**src/rtl/alu_pkg.sv**
```systemverilog
// alu_pkg: shared types for the registered Hack ALU.
//   state_t : FSM state encoding (IDLE, MUL, HOLD)
//   MODE_*  : command mode encodings
//   ctrl_t  : Hack control-bit bundle {zx, nx, zy, ny, f, no}
package alu_pkg;

    typedef enum logic [1:0] {
        IDLE = 2'd0,
        MUL  = 2'd1,
        HOLD = 2'd2
    } state_t;

    localparam logic MODE_HACK = 1'b0;
    localparam logic MODE_MUL  = 1'b1;

    typedef struct packed {
        logic zx;
        logic nx;
        logic zy;
        logic ny;
        logic f;
        logic no;
    } ctrl_t;

endpackage

```
**src/rtl/alu_if.sv**
```systemverilog
// alu_if: command and result handshake bundle for alu_seq.
//   command : in_valid, in_ready, x, y, zx/nx/zy/ny/f/no, mode
//   result  : out_valid, out_ready, out, zr, ng (+ ovf when ALU_OVF_FLAG_EN)
//   master  : the side issuing commands and consuming results
//   slave   : the ALU
// Optional macro ALU_OVF_FLAG_EN adds the ovf result flag.
interface alu_if #(
    parameter int WIDTH = 16
);
    logic             in_valid;
    logic             in_ready;
    logic [WIDTH-1:0] x;
    logic [WIDTH-1:0] y;
    logic             zx, nx, zy, ny, f, no;
    logic             mode;
    logic             out_valid;
    logic             out_ready;
    logic [WIDTH-1:0] out;
    logic             zr;
    logic             ng;
`ifdef ALU_OVF_FLAG_EN
    logic             ovf;

    modport master (
        output in_valid, x, y, zx, nx, zy, ny, f, no, mode, out_ready,
        input  in_ready, out_valid, out, zr, ng, ovf
    );
    modport slave (
        input  in_valid, x, y, zx, nx, zy, ny, f, no, mode, out_ready,
        output in_ready, out_valid, out, zr, ng, ovf
    );
`else
    modport master (
        output in_valid, x, y, zx, nx, zy, ny, f, no, mode, out_ready,
        input  in_ready, out_valid, out, zr, ng
    );
    modport slave (
        input  in_valid, x, y, zx, nx, zy, ny, f, no, mode, out_ready,
        output in_ready, out_valid, out, zr, ng
    );
`endif
endinterface

```
**src/rtl/alu_core.sv**
```systemverilog
// alu_core: combinational WIDTH-bit Hack function.
//   x, y   : raw operands
//   ctrl   : Hack control bits
//   xp, yp : pre-processed operands (also feed the multiplier)
//   res    : Hack result
//   ovf    : signed overflow of xp+yp when f=1 (only with ALU_OVF_FLAG_EN)
module alu_core
    import alu_pkg::*;
#(
    parameter int WIDTH = 16
) (
    input  logic [WIDTH-1:0] x,
    input  logic [WIDTH-1:0] y,
    input  ctrl_t            ctrl,
    output logic [WIDTH-1:0] xp,
    output logic [WIDTH-1:0] yp,
`ifdef ALU_OVF_FLAG_EN
    output logic             ovf,
`endif
    output logic [WIDTH-1:0] res
);
    logic [WIDTH-1:0] xz, yz, sum, r;

    always_comb begin
        xz  = ctrl.zx ? '0 : x;
        xp  = ctrl.nx ? ~xz : xz;
        yz  = ctrl.zy ? '0 : y;
        yp  = ctrl.ny ? ~yz : yz;
        sum = xp + yp;
        r   = ctrl.f ? sum : (xp & yp);
        res = ctrl.no ? ~r : r;
`ifdef ALU_OVF_FLAG_EN
        // Independent of no: the flag describes the add, not the inverted result.
        ovf = ctrl.f && (xp[WIDTH-1] == yp[WIDTH-1]) && (sum[WIDTH-1] != xp[WIDTH-1]);
`endif
    end
endmodule

```
**src/rtl/alu_seq.sv**
```systemverilog
// alu_seq: registered Hack ALU with shift-add multiply and valid/ready handshakes.
//   clk, rst_n : clock and asynchronous active-low reset
//   bus        : alu_if slave (command in, result out)
// Hack ops complete in 1 cycle; multiply takes WIDTH step cycles.
// Optional macro ALU_OVF_FLAG_EN adds the ovf flag and the upper-product logic.
//
//   state | meaning
//   IDLE  | no result pending, ready for a command
//   MUL   | shift-add multiply running, cnt 0..WIDTH-1
//   HOLD  | result valid, waiting for out_ready
module alu_seq
    import alu_pkg::*;
#(
    parameter int WIDTH  = 16,
    parameter bit MUL_EN = 1'b1
) (
    input  logic clk,
    input  logic rst_n,
    alu_if.slave bus
);
    localparam int CNT_W = $clog2(WIDTH);
`ifdef ALU_OVF_FLAG_EN
    localparam int PW = 2 * WIDTH;   // full product needed to see upper-half bits
`else
    localparam int PW = WIDTH;
`endif

    state_t           state_q, state_d;
    logic [CNT_W-1:0] cnt_q, cnt_d;
    logic [PW-1:0]    mcand_q, mcand_d;
    logic [PW-1:0]    acc_q, acc_d;
    logic [WIDTH-1:0] mplier_q, mplier_d;
    logic             no_q, no_d;
    logic [WIDTH-1:0] out_q, out_d;
    logic             zr_q, zr_d;
    logic             ng_q, ng_d;

    ctrl_t            ctrl_in;
    logic [WIDTH-1:0] xp, yp, hack_res, mul_res, load_val;
    logic [PW-1:0]    acc_step;
    logic             in_ready, accept, is_mul, load;
`ifdef ALU_OVF_FLAG_EN
    logic             ovf_q, ovf_d, hack_ovf, load_ovf;
`endif

    assign ctrl_in = '{zx: bus.zx, nx: bus.nx, zy: bus.zy, ny: bus.ny, f: bus.f, no: bus.no};

    alu_core #(.WIDTH(WIDTH)) u_core (
        .x    (bus.x),
        .y    (bus.y),
        .ctrl (ctrl_in),
        .xp   (xp),
        .yp   (yp),
`ifdef ALU_OVF_FLAG_EN
        .ovf  (hack_ovf),
`endif
        .res  (hack_res)
    );

    always_comb begin
        in_ready = (state_q == IDLE) || ((state_q == HOLD) && bus.out_ready);
        accept   = bus.in_valid && in_ready;
        is_mul   = MUL_EN && (bus.mode == MODE_MUL);
        acc_step = mplier_q[0] ? (acc_q + mcand_q) : acc_q;
        mul_res  = no_q ? ~acc_step[WIDTH-1:0] : acc_step[WIDTH-1:0];

        state_d  = state_q;
        cnt_d    = cnt_q;
        mcand_d  = mcand_q;
        mplier_d = mplier_q;
        acc_d    = acc_q;
        no_d     = no_q;
        load     = 1'b0;
        load_val = '0;
`ifdef ALU_OVF_FLAG_EN
        load_ovf = 1'b0;
`endif

        case (state_q)
            MUL: begin
                cnt_d    = cnt_q + CNT_W'(1);
                mcand_d  = mcand_q << 1;
                mplier_d = mplier_q >> 1;
                acc_d    = acc_step;
                if (cnt_q == CNT_W'(WIDTH - 1)) begin
                    state_d  = HOLD;
                    load     = 1'b1;
                    load_val = mul_res;
`ifdef ALU_OVF_FLAG_EN
                    load_ovf = |acc_step[PW-1:WIDTH];
`endif
                end
            end
            HOLD: begin
                if (bus.out_ready) state_d = IDLE;
            end
            default: ;
        endcase

        // accept is only possible from IDLE or a draining HOLD
        if (accept) begin
            if (is_mul) begin
                state_d  = MUL;
                cnt_d    = '0;
                mcand_d  = PW'(xp);
                mplier_d = yp;
                acc_d    = '0;
                no_d     = ctrl_in.no;
            end else begin
                state_d  = HOLD;
                load     = 1'b1;
                load_val = hack_res;
`ifdef ALU_OVF_FLAG_EN
                load_ovf = hack_ovf;
`endif
            end
        end

        // flags only move with a new result so they always describe out
        out_d = load ? load_val : out_q;
        zr_d  = load ? (load_val == '0) : zr_q;
        ng_d  = load ? load_val[WIDTH-1] : ng_q;
`ifdef ALU_OVF_FLAG_EN
        ovf_d = load ? load_ovf : ovf_q;
`endif
    end

    always_ff @(posedge clk or negedge rst_n) begin
        if (!rst_n) begin
            state_q  <= IDLE;
            cnt_q    <= '0;
            mcand_q  <= '0;
            mplier_q <= '0;
            acc_q    <= '0;
            no_q     <= 1'b0;
            out_q    <= '0;
            zr_q     <= 1'b0;
            ng_q     <= 1'b0;
`ifdef ALU_OVF_FLAG_EN
            ovf_q    <= 1'b0;
`endif
        end else begin
            state_q  <= state_d;
            cnt_q    <= cnt_d;
            mcand_q  <= mcand_d;
            mplier_q <= mplier_d;
            acc_q    <= acc_d;
            no_q     <= no_d;
            out_q    <= out_d;
            zr_q     <= zr_d;
            ng_q     <= ng_d;
`ifdef ALU_OVF_FLAG_EN
            ovf_q    <= ovf_d;
`endif
        end
    end

    assign bus.in_ready  = in_ready;
    assign bus.out_valid = (state_q == HOLD);
    assign bus.out       = out_q;
    assign bus.zr        = zr_q;
    assign bus.ng        = ng_q;
`ifdef ALU_OVF_FLAG_EN
    assign bus.ovf       = ovf_q;
`endif
endmodule

```
**src/flat_wrapper.sv**
```systemverilog
// flat-port wrapper written by rule: the top's interface ports become plain ports
module alu_seq_flat import alu_pkg::*;
#(
    parameter int WIDTH  = 16,
    parameter bit MUL_EN = 1'b1
)
  (clk, rst_n, bus_in_valid, bus_x, bus_y, bus_zx, bus_nx, bus_zy, bus_ny, bus_f, bus_no, bus_mode, bus_out_ready, bus_in_ready, bus_out_valid, bus_out, bus_zr, bus_ng);
  alu_if #(.WIDTH(WIDTH)) bus_i ();
  input  logic clk;
  input  logic rst_n;
  input wire logic [$bits(bus_i.in_valid)-1:0] bus_in_valid;
  input wire logic [$bits(bus_i.x)-1:0] bus_x;
  input wire logic [$bits(bus_i.y)-1:0] bus_y;
  input wire logic [$bits(bus_i.zx)-1:0] bus_zx;
  input wire logic [$bits(bus_i.nx)-1:0] bus_nx;
  input wire logic [$bits(bus_i.zy)-1:0] bus_zy;
  input wire logic [$bits(bus_i.ny)-1:0] bus_ny;
  input wire logic [$bits(bus_i.f)-1:0] bus_f;
  input wire logic [$bits(bus_i.no)-1:0] bus_no;
  input wire logic [$bits(bus_i.mode)-1:0] bus_mode;
  input wire logic [$bits(bus_i.out_ready)-1:0] bus_out_ready;
  output wire logic [$bits(bus_i.in_ready)-1:0] bus_in_ready;
  output wire logic [$bits(bus_i.out_valid)-1:0] bus_out_valid;
  output wire logic [$bits(bus_i.out)-1:0] bus_out;
  output wire logic [$bits(bus_i.zr)-1:0] bus_zr;
  output wire logic [$bits(bus_i.ng)-1:0] bus_ng;
  assign bus_i.in_valid = bus_in_valid;
  assign bus_i.x = bus_x;
  assign bus_i.y = bus_y;
  assign bus_i.zx = bus_zx;
  assign bus_i.nx = bus_nx;
  assign bus_i.zy = bus_zy;
  assign bus_i.ny = bus_ny;
  assign bus_i.f = bus_f;
  assign bus_i.no = bus_no;
  assign bus_i.mode = bus_mode;
  assign bus_i.out_ready = bus_out_ready;
  assign bus_in_ready = bus_i.in_ready;
  assign bus_out_valid = bus_i.out_valid;
  assign bus_out = bus_i.out;
  assign bus_zr = bus_i.zr;
  assign bus_ng = bus_i.ng;
  alu_seq #(.WIDTH(WIDTH), .MUL_EN(MUL_EN)) u_core (.clk(clk), .rst_n(rst_n), .bus(bus_i));
endmodule
```
**config.mk**
```make
export PLATFORM = sky130hd
export DESIGN_NAME = alu_seq_flat
export DESIGN_NICKNAME = d
export VERILOG_FILES = /design/src/rtl/alu_pkg.sv /design/src/rtl/alu_if.sv /design/src/rtl/alu_core.sv /design/src/rtl/alu_seq.sv /design/src/flat_wrapper.sv
export SDC_FILE = /design/constraint.sdc
export NUM_CORES = 1
export LEC_CHECK = 0
export CAP_MARGIN = 5
export CORE_ASPECT_RATIO = 1.75
export CORE_MARGIN = 2
export CORE_UTILIZATION = 39
export DETAILED_ROUTE_END_ITERATION = 12
export GPL_TIMING_DRIVEN = 0
export PLACE_DENSITY = 0.67
export RECOVER_POWER = 50
export SYNTH_ARGS = -nofsm -noshare
export SYNTH_HDL_FRONTEND = slang
export SYNTH_SLANG_ARGS = --single-unit
```
**constraint.sdc**
```tcl
create_clock -name clk -period 8.9 [get_ports clk]
set_input_delay 2.225 -clock clk [delete_from_list [all_inputs] [get_ports clk]]
set_output_delay 2.225 -clock clk [all_outputs]
set_load 0.01 [all_outputs]
```
; Yosys cells after proc, flatten, opt, wreduce, memory -nomap -nowiden
; Index checks and enable logic that the tools add are counted.
[op_classes]
n_eq_ne = 5
muxes = 33
n_reduce_logical = 8
bitwise_logic = 5
n_addsub = 3
[ops]
columns = operator, count
row1 = $mux 16, 21
row2 = $not 16->16, 4
row3 = $add 16x16->16, 2
row4 = $and 16x16->16, 1
row5 = $logic_not 16->1, 1
row6 = $mux 4, 3
row7 = $mux 2, 4
row8 = $add 4x1->4 const B, 1
row9 = $eq 4x4->1 const B, 1
row10 = $mux 1, 4
row11 = $pmux 2 s2, 1
row12 = $ne 3x1->1 const B, 1
row13 = $ne 3x2->1 const B, 1
row14 = $reduce_and 3->1, 1
row15 = $reduce_bool 3->1, 1
row16 = $eq 2x1->1 const B, 1
row17 = $eq 2x2->1 const B, 1
row18 = $logic_and 1x1->1, 2
row19 = $logic_not 2->1, 1
row20 = $reduce_and 2->1, 1
row21 = $logic_or 1x1->1, 1
[totals]
wordCells = 63
output_inout_bits = 20
inputBits = 43
reg_bits = 73

; Longest topological paths before layout
; Gate-level depths: netlist (run 1).
[logic_depth]
word_depth = 10
depth_mapped = 16
depth_no_buf = 15

; Hierarchy
; Synthesis (run 1) repeated with hierarchy kept, for this count alone.
[unflattened]
hier_cells = 758
hier_area_um2 = 6473.7
[by_module_without_submodules]
columns = module, seq_area_each_um2, cells_each, area_each_um2, n_inst
row1 = alu_seq, 1801.7, 477, 4464.3, 1
row2 = alu_core, 0.0, 281, 2009.4, 1

; Worst setup path after synthesis (run 1)
; Ideal clock, no wire load.
[synth_path]
kind = in2reg
from = input bus_nx
to = register u_core.zr_q, in the netlist u_core.bus.zr
slack_ns = 2.884
path_buffers = 2
setup_time_ns = 0.092
required_time_ns = 8.808
t_arrival_ns = 5.924
cell_stages = 15
path_cell_list = buf_6 -> buf_1 -> xnor2_1 -> ha_1 -> inv_1 -> fa_1 -> or4_1 -> a31o_1 -> a31oi_1 -> xor2_1 -> o22ai_1 -> nor4_2 -> nand4_1 -> or4_1 -> o31ai_2
[synth_via]
elab_chain_cells = 8
word_cells_on_any_way = 9
cone_classes = add/sub: 1 / mux: 5 / bitwise: 2 / reduce/logical: 1
[synth_lines]
columns = item, line_no
row1 = from (decl), flat_wrapper.sv:15  ; input wire logic [$bits(bus_i.nx)-1:0] bus_nx;
row2 = $mux 16 (*), alu_core.sv:26  ; xp = ctrl.nx ? ~xz : xz;
row3 = $add 16x16->16 / $and 16x16->16 (equally long branches), "alu_core.sv:29, alu_core.sv:30"
row4 = $mux 16 (*), alu_core.sv:30  ; r = ctrl.f ? sum : (xp & yp);
row5 = $not 16->16, alu_core.sv:31  ; res = ctrl.no ? ~r : r;
row6 = $mux 16 (*), alu_core.sv:31
row7 = $mux 16 (*), alu_seq.sv:102  ; if (is_mul) begin
row8 = $mux 16 (*), alu_seq.sv:101  ; if (accept) begin
row9 = $logic_not 16->1 (*), alu_seq.sv:121  ; zr_d = load ? (load_val == '0) : zr_q;
row10 = to (signal assigned), alu_seq.sv:150  ; zr_q <= zr_d;
row11 = to (decl), alu_seq.sv:35  ; logic zr_q, zr_d;
; Every way passes the cells marked *; elsewhere a longest branch is shown, timed or not.
; A chain may end at the register's enable or synchronous reset.

; Worst setup path after layout (run 1)
[layout_path]
from = input bus_zx
to = register u_core.zr_q, in the netlist u_core.bus.zr
[layout_via]
elab_chain_cells = 10
word_cells_on_any_way = 11
cone_classes = add/sub: 1 / mux: 6 / bitwise: 3 / reduce/logical: 1
[layout_lines]
columns = item, line_no
row1 = from (decl), flat_wrapper.sv:14  ; input wire logic [$bits(bus_i.zx)-1:0] bus_zx;
row2 = $mux 16 (*), alu_core.sv:25  ; xz = ctrl.zx ? '0 : x;
row3 = $not 16->16, alu_core.sv:26
row4 = $mux 16 (*), alu_core.sv:26
row5 = $add 16x16->16 / $and 16x16->16 (equally long branches), "alu_core.sv:29, alu_core.sv:30"
row6 = $mux 16 (*), alu_core.sv:30
row7 = $not 16->16, alu_core.sv:31
row8 = $mux 16 (*), alu_core.sv:31
row9 = $mux 16 (*), alu_seq.sv:102
row10 = $mux 16 (*), alu_seq.sv:101
row11 = $logic_not 16->1 (*), alu_seq.sv:121
; Marks and branches as above.

==> results.cfg, run 1 <==
[worst_setup_path]
path_cells = clkdlybuf4s50_1 -> clkbuf_1 -> nand2b_1 -> xnor2_1 -> ha_1 -> inv_1 -> fa_1 -> or4_1 -> nand4_1 -> a311o_1 -> o221ai_1 -> xor2_1 -> a22oi_1 -> o221ai_1 -> or4_1 -> o31ai_2
setup.worst_path.end = u_core.bus.zr$_DFFE_PN0P_
crit_family = simple AND/OR/NAND/NOR gates
r2r_end = u_core.bus.zr$_DFFE_PN0P_
ff2ff_setup_slack_ps = 4630
reg2reg_depth = 12
crit_fanout = 10
cp_slowest_cell = or4_1
cp.depth = 16
start_kind = input port
crit_buf_inv = 3
max_stage_delay_ps = 600
setup.worst_path.class = input port to register
worst_setup_path_end_kind = register
cp.arrival_ps = 6830
reg2reg_from = u_core.acc_q[2]$_DFF_PN0_
cp-startpoint = bus_zx
critical_path_required_ps = 9150

[cts]
post_cts_resized = 0
clock-sinks = 72
cts_made_buffers = 9
cts_tree = yes
post_cts_buffers = 0
insertion_delay_ps = 340
cts_max_level = 3
cts-root-buf = clkbuf_16
clock_path_buffers = 2
hold_buffers = 0
clkTransAtPathRegs_ps = 60

[timing]
final-setup-viol-count = 0
fin_tns_setup_ps = 0
clock.fmax_ghz = 0.152
worst_pin_slew_ps = 3230
fin_skew_ps = 9.16
maxSlewHeadroom_pct = -115
rsz0062_at_grt = false
hold_viol_final = 0
period_minus_slack_ps = 6580
maxSlewViolCount = 60
fin_crit_sh_pct = 74.0

[synthesis]
synthFlopType = dfrtp_1
synth_seq_cells = 72
synth_edf_count = 0
seq_area_frac_synth_pct = 28.6
ys_warn_count = 0
synthCells = 728
synthArstFlopShare_pct = 100
postSynthAreaPerCell_um2 = 8.64
synthDistinctLibCells = 72
synth_nets = 808
synth_area_um2 = 6290

[detailed_routing]
avgViaCountPerCell = 5.65
antenna_left = 0
drt_wl_total_um = 18800
wire_per_inst_um = 19.0
drc = 0
vias = 5604
drt_iter0_drc = 263
dr.pass1.iters = 4

[finish]
drive_gt1_share_pct = 5.85
final_util_pct = 46.7
n_antenna_cell = 0
nNetsFinal = 878
area_growth_pct = 17.9
fill_cells = 1606

[global_routing]
grt_start_max_net_pins = 60
overflow = 0
grt_pass1_vias = 5705
track_usage_pct = 22.7
antenna_found_initial = 0
grt_pass1_wl_um = 29900

[pwr]
power_density_nw_per_um2 = 290
ir_worst_vdd_v = 0.000115
leakage_nw = 3.08

[floorplan]
core_area_um2 = 15900
die_width_um = 100
num_rows = 61
start_util_pct = 39.6
die-area_um2 = 17200
die_h_um = 172
ioPinCount = 63

[placement]
routabilityCongestion = 0.962
post-dp-hpwl_um = 15400
portBuffers = 58

[outcome]
failed_checks = capacitance limit, slew limit
status = finished, violations left

[hold_path]
holdCritPathClass = register to register

[flow_run]
max_cap_violations = 1
-- cell usage in the layout (no fill, tap or decap), drive strengths merged, types with 5 or more instances in the layout --
cell type,instances
o21ai,50
inv,17
xnor2,62
dlygate4sd3,9
nand4,10
nand3,15
dfrtp,72
nor3b,7
xor2,30
o21a,6
o31ai,5
ha,35
a211o,5
nor2,42
nor2b,10
buf,13
clkbuf,43
clkdlybuf4s50,48
a21o,16
nand2,83
or4,5
a21oi,37
nor3,7
a31oi,6
mux2i,47
nand2b,34
a211oi,12
o221ai,5
-- registers in the layout (all words and copies together), names as in the netlist --
register / cells
u_core.mplier_q: 16
u_core.mcand_q: 16
u_core.bus.zr: 1
u_core.bus.out: 15
u_core.no_q: 1
u_core.bus.ng: 1
u_core.acc_q: 16
u_core.cnt_q: 4
u_core.state_q: 2
-- power by group --
part,internal [mW],switching [mW]
Sequential,0.469,0.109
Combinational,0.511,0.678
Clock,0.229,0.155
-- worst min-delay path by stage --
stage	start	to	slack, ps	cells past startpoint
CTS	u_core.bus.out[2]$_DFFE_PN0P_	u_core.bus.out[2]$_DFFE_PN0P_	480	1
floorplan	u_core.state_q[0]$_DFFE_PN0P_	u_core.state_q[0]$_DFFE_PN0P_	470	2
global route	u_core.bus.out[2]$_DFFE_PN0P_	u_core.bus.out[2]$_DFFE_PN0P_	490	1
finish	u_core.bus.out[6]$_DFFE_PN0P_	u_core.bus.out[6]$_DFFE_PN0P_	470	2
global placement	u_core.bus.out[12]$_DFFE_PN0P_	u_core.bus.out[12]$_DFFE_PN0P_	460	2
detailed placement	u_core.bus.out[2]$_DFFE_PN0P_	u_core.bus.out[2]$_DFFE_PN0P_	460	1
-- per-layer routing --
layer  global-route usage (%)  part of all wire [%]
met3                     2.67                   2.4
met1                     22.0                    35
met2                     42.4                    54
met4                     18.3                   8.5
met5                        0                     0
-- cell usage after synthesis, types with 7 or more instances --
master,instances,area [um2]
nand3_1,15,75.1
ha_1,35,438
dfrtp_1,72,1800
a211oi_1,12,90.1
xor2_1,28,245
o21ai_0,50,250
a21o_1,16,120
clkbuf_1,30,113
nor2b_1,9,56.3
nor3b_1,7,52.6
inv_1,14,52.6
xnor2_1,60,526
nor2_1,42,158
nand4_1,10,62.6
mux2i_1,47,470
buf_1,7,26.3
nand2b_1,32,200
nor3_1,7,35.0
a21oi_1,37,185
nand2_1,83,312
-- cells by family after synthesis --
kind of cell | share of synthesized area (%)
xor+xnor | 13.8
flops | 28.6
mux | 8.19
compound gates | 18.7
simple gates | 19.3
buf+inv | 3.78
fa+ha+maj | 7.60
-- tightest hold or removal path, delay by kind of cell, from the launching register on --
kind	cells	cell delay, ps
flops	1	330
simple gates	2	110
-- final cells by class --
| type | instances | area [um2] | share of cell area [%] |
|---|---|---|---|
| Multi-Input combinational cell | 598 | 4250 | 57.3 |
| Sequential cell | 72 | 1800 | 24.3 |
| Timing Repair Buffer | 59 | 578 | 7.79 |
| Clock buffer | 10 | 239 | 3.22 |
| Tap cell | 189 | 236 | 3.19 |
| Buffer | 44 | 185 | 2.50 |
| Clock inverter | 6 | 75.1 | 1.01 |
| Inverter | 14 | 52.6 | 0.708 |
-- stage by stage --
stage / std cells / total power, mW / setup slack [ps] / hold WS, ps / area [um2]
2_1_floorplan: 728 / 1.39 / 2880 / 474 / 6290
3_3_place_gp: 975 / 1.75 / 2110 / 462 / 7110
3_5_place_dp: 976 / 1.77 / 2040 / 464 / 7130
4_1_cts: 992 / 2.16 / 2360 / 478 / 7450
5_1_grt: 992 / 2.30 / 2010 / 495 / 7420
6_report: 992 / 2.15 / 2320 / 469 / 7420
Power figures use the tool's default switching activity.
==> run 2, diff against run 1 <==
PLACE_DENSITY = 0.69   (was 0.67)
clock period = 5.5 ns   (was 8.9 ns; I/O delays follow)
==> run 2 against run 1 <==
Against the previous run:
- the run still ends with capacitance limit, slew limit left
- clock skew decreased by 2.3 ps
- utilization unchanged
- combinational power increased by 61%
- first-iteration DRC count rose by 2.3%
- worst setup slack worse by 2000 ps
- sequential power rose by 61%
- design area unchanged
- routed wire length decreased by 2.0%
- die area did not move
- critical endpoint unchanged
- largest power group unchanged
==> results.cfg, run 2 (synthesis gave the netlist of run 1 again) <==
[pwr]
power_density_nw_per_um2 = 468
seq_power_share_pct = 26.9
intPower_mw = 1.96
combPwrFrac_pct = 55.4
leakage_nw = 3.09
power_switching_mw = 1.52
power.share.clock_pct = 17.7
swShare_pct = 43.7
ir_worst_vdd_v = 0.000194

[timing]
clock.fmax_ghz = 0.192
maxSlewViolCount = 71
rsz0062_at_grt = false
worst_pin_slew_ps = 3230
final-setup-viol-count = 0
fin_crit_sh_pct = 94.8
maxSlewHeadroom_pct = -116
period_minus_slack_ps = 5210
hold_viol_final = 0
fin_skew_ps = 6.85

[global_routing]
overflow = 0
grt_pass1_wl_um = 28900
grt_start_max_net_pins = 71
grt_pass1_vias = 5580
antenna_found_initial = 0
track_usage_pct = 21.9

[worst_setup_path]
crit_path_frequent_cell = or4_1
critical_path_required_ps = 5750
cp.depth = 15
reg2reg_from = u_core.acc_q[2]$_DFF_PN0_
r2r_end = u_core.bus.zr$_DFFE_PN0P_
crit_family = simple AND/OR/NAND/NOR gates
max_stage_delay_ps = 600
cp_slowest_cell = or4_1
setup.worst_path.end = u_core.bus.zr$_DFFE_PN0P_
path_cells = clkdlybuf4s50_1 -> nand2b_1 -> xnor2_2 -> ha_1 -> inv_1 -> fa_1 -> or4_1 -> a31o_1 -> a31oi_1 -> xor2_1 -> o22ai_1 -> nor4_2 -> nand4_1 -> or4_1 -> o31ai_2
cp-startpoint = bus_y[0]
crit_buf_inv = 2
setup.worst_path.class = input port to register
crit_fanout = 3
start_kind = input port
reg2reg_depth = 12
cp.arrival_ps = 5470
worst_setup_path_end_kind = register
ff2ff_setup_slack_ps = 1160

[outcome]
status = finished, violations left
failed_checks = capacitance limit, slew limit

[finish]
fill_cells = 1546
area_growth_pct = 17.9
layout_common_cells = 83 x nand2_1, 72 x dfrtp_1, 58 x xnor2_1, 50 x o21ai_0, 47 x mux2i_1
n_antenna_cell = 0
reg_top3 = u_core.acc_q x16, u_core.mcand_q x16, u_core.mplier_q x16
nNetsFinal = 875
final_common_cell = nand2_1
drive_gt1_share_pct = 6.38
postLayoutCellArea_um2 = 7420
instances_no_fill = 989

[placement]
routabilityCongestion = 0.954
dp_cells = 976
placed_area_um2 = 7130
portBuffers = 58
post-dp-hpwl_um = 15100

[detailed_routing]
avgViaCountPerCell = 5.64
vias = 5576
drc = 0
antenna_left = 0
wire_per_inst_um = 18.7
dr.pass1.iters = 5
drt_wl_total_um = 18500
drt_iter0_drc = 269

[cts]
clock_path_buffers = 2
hold_buffers = 0
insertion_delay_ps = 340
cts_made_buffers = 9
clock-sinks = 72
clkTransAtPathRegs_ps = 60
cts-root-buf = clkbuf_16
cts_tree = yes
cts_max_level = 3

[floorplan]
die-area_um2 = 17200
ioPinCount = 63
die_h_um = 172
die_width_um = 100
core_area_um2 = 15900
num_rows = 61
start_util_pct = 39.6

[flow_run]
max_cap_violations = 1

[hold_path]
holdCritPathClass = register to register
## run 2: power groups by stage
stage	registers (mW)	clock network, mW	logic, mW
after floorplan	0.911	0	1.34
after global placement	0.932	0	1.88
after detailed placement	0.941	0	1.91
after CTS	0.933	0.621	1.93
after global routing	0.960	0.644	2.10
final	0.933	0.616	1.92
## run 2: worst register-to-register path, cell delays in order (launching register included)
cell,delay (ps)
dfrtp_1,400
ha_1,380
o21ai_0,140
o21bai_1,330
nor2_1,80
o41ai_1,840
a2111oi_0,300
o41ai_1,810
xor2_1,150
nand2_1,140
o211ai_1,90
or4_1,440
o31ai_2,180
## run 2: repair_timing
action	in CTS	in global routing
pin swaps	0	1
setup buffers	0	0
gates resized for setup	2	6
endpoints found under the setup margin	1	1
## run 2: area by class of cell
type                            instances  area, um2  share of cell area, %
Clock buffer                           10        239                   3.22
Clock inverter                          6       75.1                   1.01
Sequential cell                        72       1800                   24.3
Tap cell                              189        236                   3.19
Timing Repair Buffer                   59        574                   7.74
Buffer                                 41        174                   2.34
Inverter                               14       52.6                  0.708
Multi-Input combinational cell        598       4270                   57.5
## run 2: metal layers
layer  global-route usage, %  share of wire [%]  vias to the layer above  routed length (um)
li1                        -                  -                     2723                   -
met2                    39.6                 52                      137                9650
met4                    20.0                 10                        0                1870
met5                       0                  0                        -                   0
met1                    21.3                 35                     2648                6480
met3                    2.59                2.6                       68                 473
## run 2: how the worst min path moves through the flow
stage | start | slack [ps] | cells past startpoint | end
floorplan | u_core.state_q[0]$_DFFE_PN0P_ | 470 | 2 | u_core.state_q[0]$_DFFE_PN0P_
detailed placement | u_core.bus.out[12]$_DFFE_PN0P_ | 470 | 2 | u_core.bus.out[12]$_DFFE_PN0P_
CTS | u_core.bus.out[2]$_DFFE_PN0P_ | 480 | 1 | u_core.bus.out[2]$_DFFE_PN0P_
finish | u_core.bus.out[2]$_DFFE_PN0P_ | 480 | 1 | u_core.bus.out[2]$_DFFE_PN0P_
global route | u_core.bus.out[11]$_DFFE_PN0P_ | 510 | 1 | u_core.bus.out[11]$_DFFE_PN0P_
global placement | u_core.bus.out[6]$_DFFE_PN0P_ | 460 | 2 | u_core.bus.out[6]$_DFFE_PN0P_
## run 2: metrics by stage
stage | setup TNS (ps) | power, mW | hold slack, ps | setup slack [ps] | util [%]
3_5_place_dp | -1010 | 2.85 | 471 | -521 | 44.9
5_1_grt | 0 | 3.71 | 505 | 27.2 | 46.7
3_3_place_gp | -814 | 2.81 | 462 | -457 | 44.8
4_1_cts | 0 | 3.48 | 485 | 119 | 46.9
2_1_floorplan | 0 | 2.26 | 474 | 334 | -
6_report | 0 | 3.47 | 475 | 288 | 46.7
